`config.mk`:
```
export PLATFORM = sky130hd
export DESIGN_NAME = mem_arbiter
export DESIGN_NICKNAME = d
export VERILOG_FILES = /design/src/rtl/mem_arb_pkg.sv /design/src/rtl/mem_arb_sat_cnt.sv /design/src/rtl/mem_arbiter.sv
export SDC_FILE = /design/constraint.sdc
export NUM_CORES = 1
export LEC_CHECK = 0
export BUFFER_PORTS_ARGS = -buffer_cell sky130_fd_sc_hd__buf_4
export CAP_MARGIN = 20
export CORE_AREA = 8 8 125 98
export CTS_BUF_LIST = sky130_fd_sc_hd__clkbuf_8 sky130_fd_sc_hd__clkbuf_16
export CTS_CLUSTER_DIAMETER = 40
export DETAILED_ROUTE_END_ITERATION = 16
export DIE_AREA = 0 0 133 106
export HOLD_SLACK_MARGIN = 0.08
export PLACE_DENSITY_LB_ADDON = 0.2
export SYNTH_ARGS = -nofsm -noshare
export SYNTH_HDL_FRONTEND = slang
export SYNTH_SLANG_ARGS = --single-unit
```
`constraint.sdc`:
```
create_clock -name clk -period 8.4 [get_ports clk]
set_clock_uncertainty 0.15 [all_clocks]
set_input_delay 0.42 -clock clk [delete_from_list [all_inputs] [get_ports clk]]
set_output_delay 0.42 -clock clk [all_outputs]
set_load 0.1 [all_outputs]
```
`src/rtl/mem_arb_pkg.sv`:
```
// Shared types for the two-port memory arbiter.
//   arb_state_e : arbiter FSM states (IDLE -> ISSUE -> WAIT -> IDLE)
//   owner_e     : which port owns the access in flight
//   GRANT_CNT_W : width of the perf-log grant counters
package mem_arb_pkg;

  typedef enum logic [1:0] {
    IDLE  = 2'd0,
    ISSUE = 2'd1,
    WAIT  = 2'd2
  } arb_state_e;

  typedef enum logic {
    OWN_I = 1'b0,
    OWN_D = 1'b1
  } owner_e;

  localparam int GRANT_CNT_W = 16;

endpackage

```
`src/rtl/mem_arb_sat_cnt.sv`:
```
// Saturating up-counter used for the per-port grant statistics.
//   clk, rst : clock, asynchronous active-high reset
//   inc      : count one event this cycle
//   cnt      : current count; sticks at all-ones
module mem_arb_sat_cnt
  import mem_arb_pkg::*;
#(
  parameter int W = GRANT_CNT_W
) (
  input  logic         clk,
  input  logic         rst,
  input  logic         inc,
  output logic [W-1:0] cnt
);

  always_ff @(posedge clk or posedge rst) begin
    if (rst)                   cnt <= '0;
    else if (inc && cnt != '1) cnt <= cnt + W'(1);
  end

endmodule

```
`src/rtl/mem_arbiter.sv`:
```
// Two-port arbiter in front of a single-ported, fixed-latency memory.
// The data port wins over the instruction port; accesses are fully
// serialized (one in flight at a time).
//   clk, rst                  : clock, asynchronous active-high reset
//   i_req/i_addr              : fetch request (level, held until i_done)
//   i_rdata/i_done/i_stall    : fetch response, done pulse, pipeline stall
//   d_req/d_wr/d_addr/d_wdata : load/store request (level, held until d_done)
//   d_rdata/d_done/d_stall    : load data (loads only), done pulse, stall
//   mem_en/mem_wr/mem_addr/mem_wdata/mem_rdata : memory interface
//   i_grant_cnt/d_grant_cnt   : saturating grant counters
module mem_arbiter
  import mem_arb_pkg::*;
#(
  parameter int ADDR_W  = 16,
  parameter int DATA_W  = 16,
  parameter int MEM_LAT = 4,
  parameter int CNT_W   = GRANT_CNT_W
) (
  input  logic              clk,
  input  logic              rst,
  input  logic              i_req,
  input  logic [ADDR_W-1:0] i_addr,
  output logic [DATA_W-1:0] i_rdata,
  output logic              i_done,
  output logic              i_stall,
  input  logic              d_req,
  input  logic              d_wr,
  input  logic [ADDR_W-1:0] d_addr,
  input  logic [DATA_W-1:0] d_wdata,
  output logic [DATA_W-1:0] d_rdata,
  output logic              d_done,
  output logic              d_stall,
  output logic              mem_en,
  output logic              mem_wr,
  output logic [ADDR_W-1:0] mem_addr,
  output logic [DATA_W-1:0] mem_wdata,
  input  logic [DATA_W-1:0] mem_rdata,
  output logic [CNT_W-1:0]  i_grant_cnt,
  output logic [CNT_W-1:0]  d_grant_cnt
);

  localparam int CW = $clog2(MEM_LAT + 1);
  localparam logic [CW-1:0] CNT_INIT = CW'(MEM_LAT - 1);

  arb_state_e    state;
  owner_e        owner;
  logic [CW-1:0] cnt;
  logic          grant_i, grant_d;

  // A port whose done is high this cycle still has req asserted for the
  // finished access; masking it prevents a duplicate grant.
  always_comb begin
    grant_d = (state == IDLE) && d_req && !d_done;
    grant_i = (state == IDLE) && i_req && !i_done && !grant_d;
  end

  assign i_stall = i_req & ~i_done;
  assign d_stall = d_req & ~d_done;

  always_ff @(posedge clk or posedge rst) begin
    if (rst) begin
      state     <= IDLE;
      owner     <= OWN_I;
      cnt       <= '0;
      mem_en    <= 1'b0;
      mem_wr    <= 1'b0;
      mem_addr  <= '0;
      mem_wdata <= '0;
      i_rdata   <= '0;
      d_rdata   <= '0;
      i_done    <= 1'b0;
      d_done    <= 1'b0;
    end else begin
      // strobes are single-cycle unless re-asserted below
      mem_en <= 1'b0;
      i_done <= 1'b0;
      d_done <= 1'b0;
      case (state)
        IDLE: begin
          if (grant_d) begin
            mem_addr  <= d_addr;
            mem_wdata <= d_wdata;
            mem_wr    <= d_wr;
            owner     <= OWN_D;
            mem_en    <= 1'b1;
            state     <= ISSUE;
          end else if (grant_i) begin
            // mem_wdata keeps its last store value; only mem_wr matters
            mem_addr <= i_addr;
            mem_wr   <= 1'b0;
            owner    <= OWN_I;
            mem_en   <= 1'b1;
            state    <= ISSUE;
          end
        end
        ISSUE: begin
          cnt   <= CNT_INIT;
          state <= WAIT;
        end
        WAIT: begin
          // cnt==0 marks the cycle mem_rdata is valid
          if (cnt == '0) begin
            if (owner == OWN_D) begin
              d_done <= 1'b1;
              if (!mem_wr) d_rdata <= mem_rdata;
            end else begin
              i_done  <= 1'b1;
              i_rdata <= mem_rdata;
            end
            state <= IDLE;
          end else begin
            cnt <= cnt - CW'(1);
          end
        end
        default: state <= IDLE;
      endcase
    end
  end

  mem_arb_sat_cnt #(.W(CNT_W)) u_i_cnt (
    .clk (clk),
    .rst (rst),
    .inc (grant_i),
    .cnt (i_grant_cnt)
  );

  mem_arb_sat_cnt #(.W(CNT_W)) u_d_cnt (
    .clk (clk),
    .rst (rst),
    .inc (grant_d),
    .cnt (d_grant_cnt)
  );

endmodule

```
==> qor.log <==
qor: global_routing.met1_usage 19.9%
qor: timing.slew_headroom 30.9%
qor: yosys.synth_flop_cell dfrtp_1
qor: routing.mean_number_of_vias_per_cell 5.00
qor: critical_path.critical_path.reg2reg.endpoint u_d_cnt.cnt[12]
qor: yosys.synth-seq-area-share 58.5%
qor: clock_tree.cts_post_setup_buffers_inserted 0
qor: clock_tree.cts.reportedPaths.clkPinSlew 0.07 ns
qor: worst_hold_path.timing.hold.worst.class in2reg
qor: clock_tree.root_driver clkbuf_16
qor: yosys.post_synth_main_area_contributors dfrtp_1, nand2_1, mux2_2, mux2_1, a31oi_1
qor: routing.route.final.wire_length 11.5 mm
qor: clock_tree.clock_tree_from_tritoncts built
qor: global_routing.grt_first_pass_wirelength 18.8 mm
qor: routing.drt-pass1-iter-count 4
qor: global_routing.met3_usage 9.71%
qor: critical_path.cp_num_cells 5
qor: critical_path.setup.worst_path.end_class flop
qor: routing.detailed_router_s_first_iteration_violation_count 157
qor: yosys.netlist.top_cell.by_area dfrtp_1
qor: clock_tree.cts_sinks 106
qor: global_routing.grt_start_max_net_pins 83
qor: yosys.synth.cell_area 4530 sq um
qor: floorplan.fp-row-count 33
qor: critical_path.cpMaxStageDelayCell or4b_2
qor: timing.setup_repair_after_global_routing_missed_its_margin false
qor: yosys.synthesis.area_per_instance 10.9 sq um
qor: critical_path.timing.critical_path.buf_inv 1
qor: global_routing.busiest_layer met2
qor: timing.fmax 345 MHz
qor: floorplan.io_pins 171
qor: yosys.nets_in_the_synthesized_netlist 488
qor: global_routing.grt_antenna_before_repair 0
qor: routing.vias 3,647
qor: timing.fin_crit_sh 34.5%
qor: critical_path.crit_path_start state[0]
qor: finish.post_route_cells_drive_above_1_share 38.1%
qor: worst_hold_path.whs_endpoint mem_wdata[0]
qor: critical_path.max_stage_delay 0.69 ns
qor: clock_tree.clk_latency 0.34 ns
qor: placement.numPortBuffers 170
qor: critical_path.arrival 2.97 ns
qor: floorplan.initial_utilization 43.4%
qor: finish.layout.nets 658
qor: yosys.netlist_instances 415
qor: clock_tree.cts.htree.levels 3
qor: yosys.synth_largest_type_area_fraction 58.5%
qor: job.cap_violations 0
qor: timing.final_hold_violations 0
qor: finish.area_delta_synth_final 39.3%
qor: worst_hold_path.min_delay_path_depth 3
qor: placement.dpl.hpwl 8.52 mm
qor: timing.worstMarginPinSlew 1.03 ns
qor: critical_path.critical_path_required 8.47 ns
qor: status.run_status complete, no violations
qor: critical_path.worst-path-max-fanout 57
qor: yosys.synth_enable_flop_cells 0
qor: timing.final-setup-viol-count 0
qor: floorplan.floorplan.die.width 133 um
qor: floorplan.core_region_area 10,400 sq um
qor: routing.drt-wirelength-per-cell 15.7 um
qor: critical_path.startpoint_type flop
qor: yosys.synth-warning-count 0
qor: global_routing.grt.met2_usage 24.4%
qor: routing.final_antenna_net_count 0
qor: routing.route.detailed.drc 0
qor: finish.antenna-diode-count 0
qor: global_routing.first_global_vias 3,791
qor: yosys.synth_async_sr_flop_share 100%
qor: global_routing.grt_usage 16.4%
qor: timing.layout_min_cycle_time 2.89 ns
qor: placement.global_placer_s_final_weighted_congestion 0.819
qor: global_routing.globalRouteOverflowTotal 0
qor: critical_path.cpLargestDelayFamily simple AND/OR/NAND/NOR gates
qor: floorplan.dieArea 14,100 sq um
qor: timing.final_max_slew_viol_count 0
qor: floorplan.fp.dieH 106 um
qor: critical_path.path_class reg2reg
qor: yosys.ys_ff_latch 106
qor: critical_path.worst-r2r-cell-count 5
qor: yosys.number_of_different_library_cells_in_the_post_synthesis_netlist 42
qor: worst_hold_path.timing.hold.worst.start d_wdata[0]
qor: critical_path.rrSetupSlack 5.51 ns
qor: clock_tree.clk_path_buf_depth 2
qor: critical_path.regToRegStartpoint state[0]
qor: finish.fill_cells 900
qor: critical_path.timing.critical_path.cells or4b_2 > buf_4 > or3_1 > nor3_1 > mux2_1
qor: clock_tree.clock_buffer_count_from_cts 9
qor: timing.setup_total_negative_slack 0 ns
how the worst max path moves through the flow:
stage	end	slack, ns
2_1_floorplan	cnt[0]	5.04
3_3_place_gp	u_d_cnt.cnt[12]	5.57
3_5_place_dp	u_d_cnt.cnt[12]	5.54
4_1_cts	u_d_cnt.cnt[12]	5.52
5_1_grt	u_d_cnt.cnt[12]	5.38
6_report	u_d_cnt.cnt[12]	5.51
metal layers:
metal	vias to the layer above	wire length, um
met2	124	5140
met4	0	98
li1	1766	-
met5	-	0
met3	7	1380
met1	1750	4840
layout make-up:
type | instances | area (sq um) | share of cell area (%)
Sequential cell | 106 | 2650 | 42.0
Multi-Input combinational cell | 281 | 1790 | 28.3
Timing Repair Buffer | 177 | 1360 | 21.5
Clock buffer | 9 | 225 | 3.57
Tap cell | 140 | 175 | 2.78
Clock inverter | 7 | 78.8 | 1.25
Inverter | 10 | 40.0 | 0.634
registers in the layout (all words and copies together) (netlist names), 2 cells and up:
signal,cells
d_rdata,16
mem_addr,16
cnt,3
u_i_cnt.cnt,16
state,2
mem_wdata,16
i_rdata,16
u_d_cnt.cnt,16
stage by stage:
stage               area (sq um)  cells  hold slack [ns]  worst slack [ns]  util (%)
finish                      6310    730            0.114              5.51      60.4
global route                6310    730            0.100              5.38      60.4
CTS                         6280    729           0.0999              5.52      60.2
detailed placement          5970    712            0.262              5.54      57.2
global placement            5960    711            0.250              5.57      57.0
floorplan                   4530    415            0.313              5.04         -
cells in the mapped netlist, types with 2 or more instances:
master,number
a21oi_1,2
a31oi_1,17
buf_2,2
clkbuf_1,16
dfrtp_1,106
ha_1,4
inv_1,10
mux2_1,17
mux2_2,22
nand2_1,94
nand3_1,13
nand4_1,11
nor2_1,28
nor2b_1,4
nor3_1,11
nor4_1,3
nor4_2,2
o211ai_1,2
o21ai_0,5
o21ai_1,3
o22a_1,2
xnor2_1,11
xor2_1,11
worst reg2reg max path, stage by stage (launching register included):
cell and delay (ns):
dfrtp_1 0.55, or4b_2 0.69, buf_4 0.31, or3_1 0.57, nor3_1 0.19, mux2_1 0.33
timing repair:
| action | 4_1_cts | 5_1_grt |
|---|---|---|
| hold buffers | 1 | 0 |
| gates resized for setup | 0 | 0 |
| endpoints found under the hold margin | 24 | 0 |
cells by family after synthesis:
kind of cell / count (synthesis) / share of synthesized area [%]
adder cells (fa/ha/maj): 4 / 1.10
AO/OA/AOI/OAI: 35 / 4.86
XOR/XNOR: 22 / 4.25
multiplexers: 39 / 9.69
flip-flops: 106 / 58.5
buffers and inverters: 28 / 2.38
AND/OR/NAND/NOR: 181 / 19.2
cell usage in the layout, fill, tap and decap left out, drive strengths merged, types with 2 or more instances in the layout:
cell and instances:
buf 176, dfrtp 106, nand2 94, mux2 39, nor2 28, a31oi 17, inv 14, nand3 13
nor3 12, nand4 11, xnor2 11, xor2 11, clkbuf 9, o21ai 8, nor4 5, nor2b 4
ha 4, clkinv 3, o211ai 2, a21oi 2, o22a 2, or4b 2, nor4b 2, or4 2
Power is not shown: default switching activity piles up to over one toggle a cycle in this logic, so the estimate is an artifact.
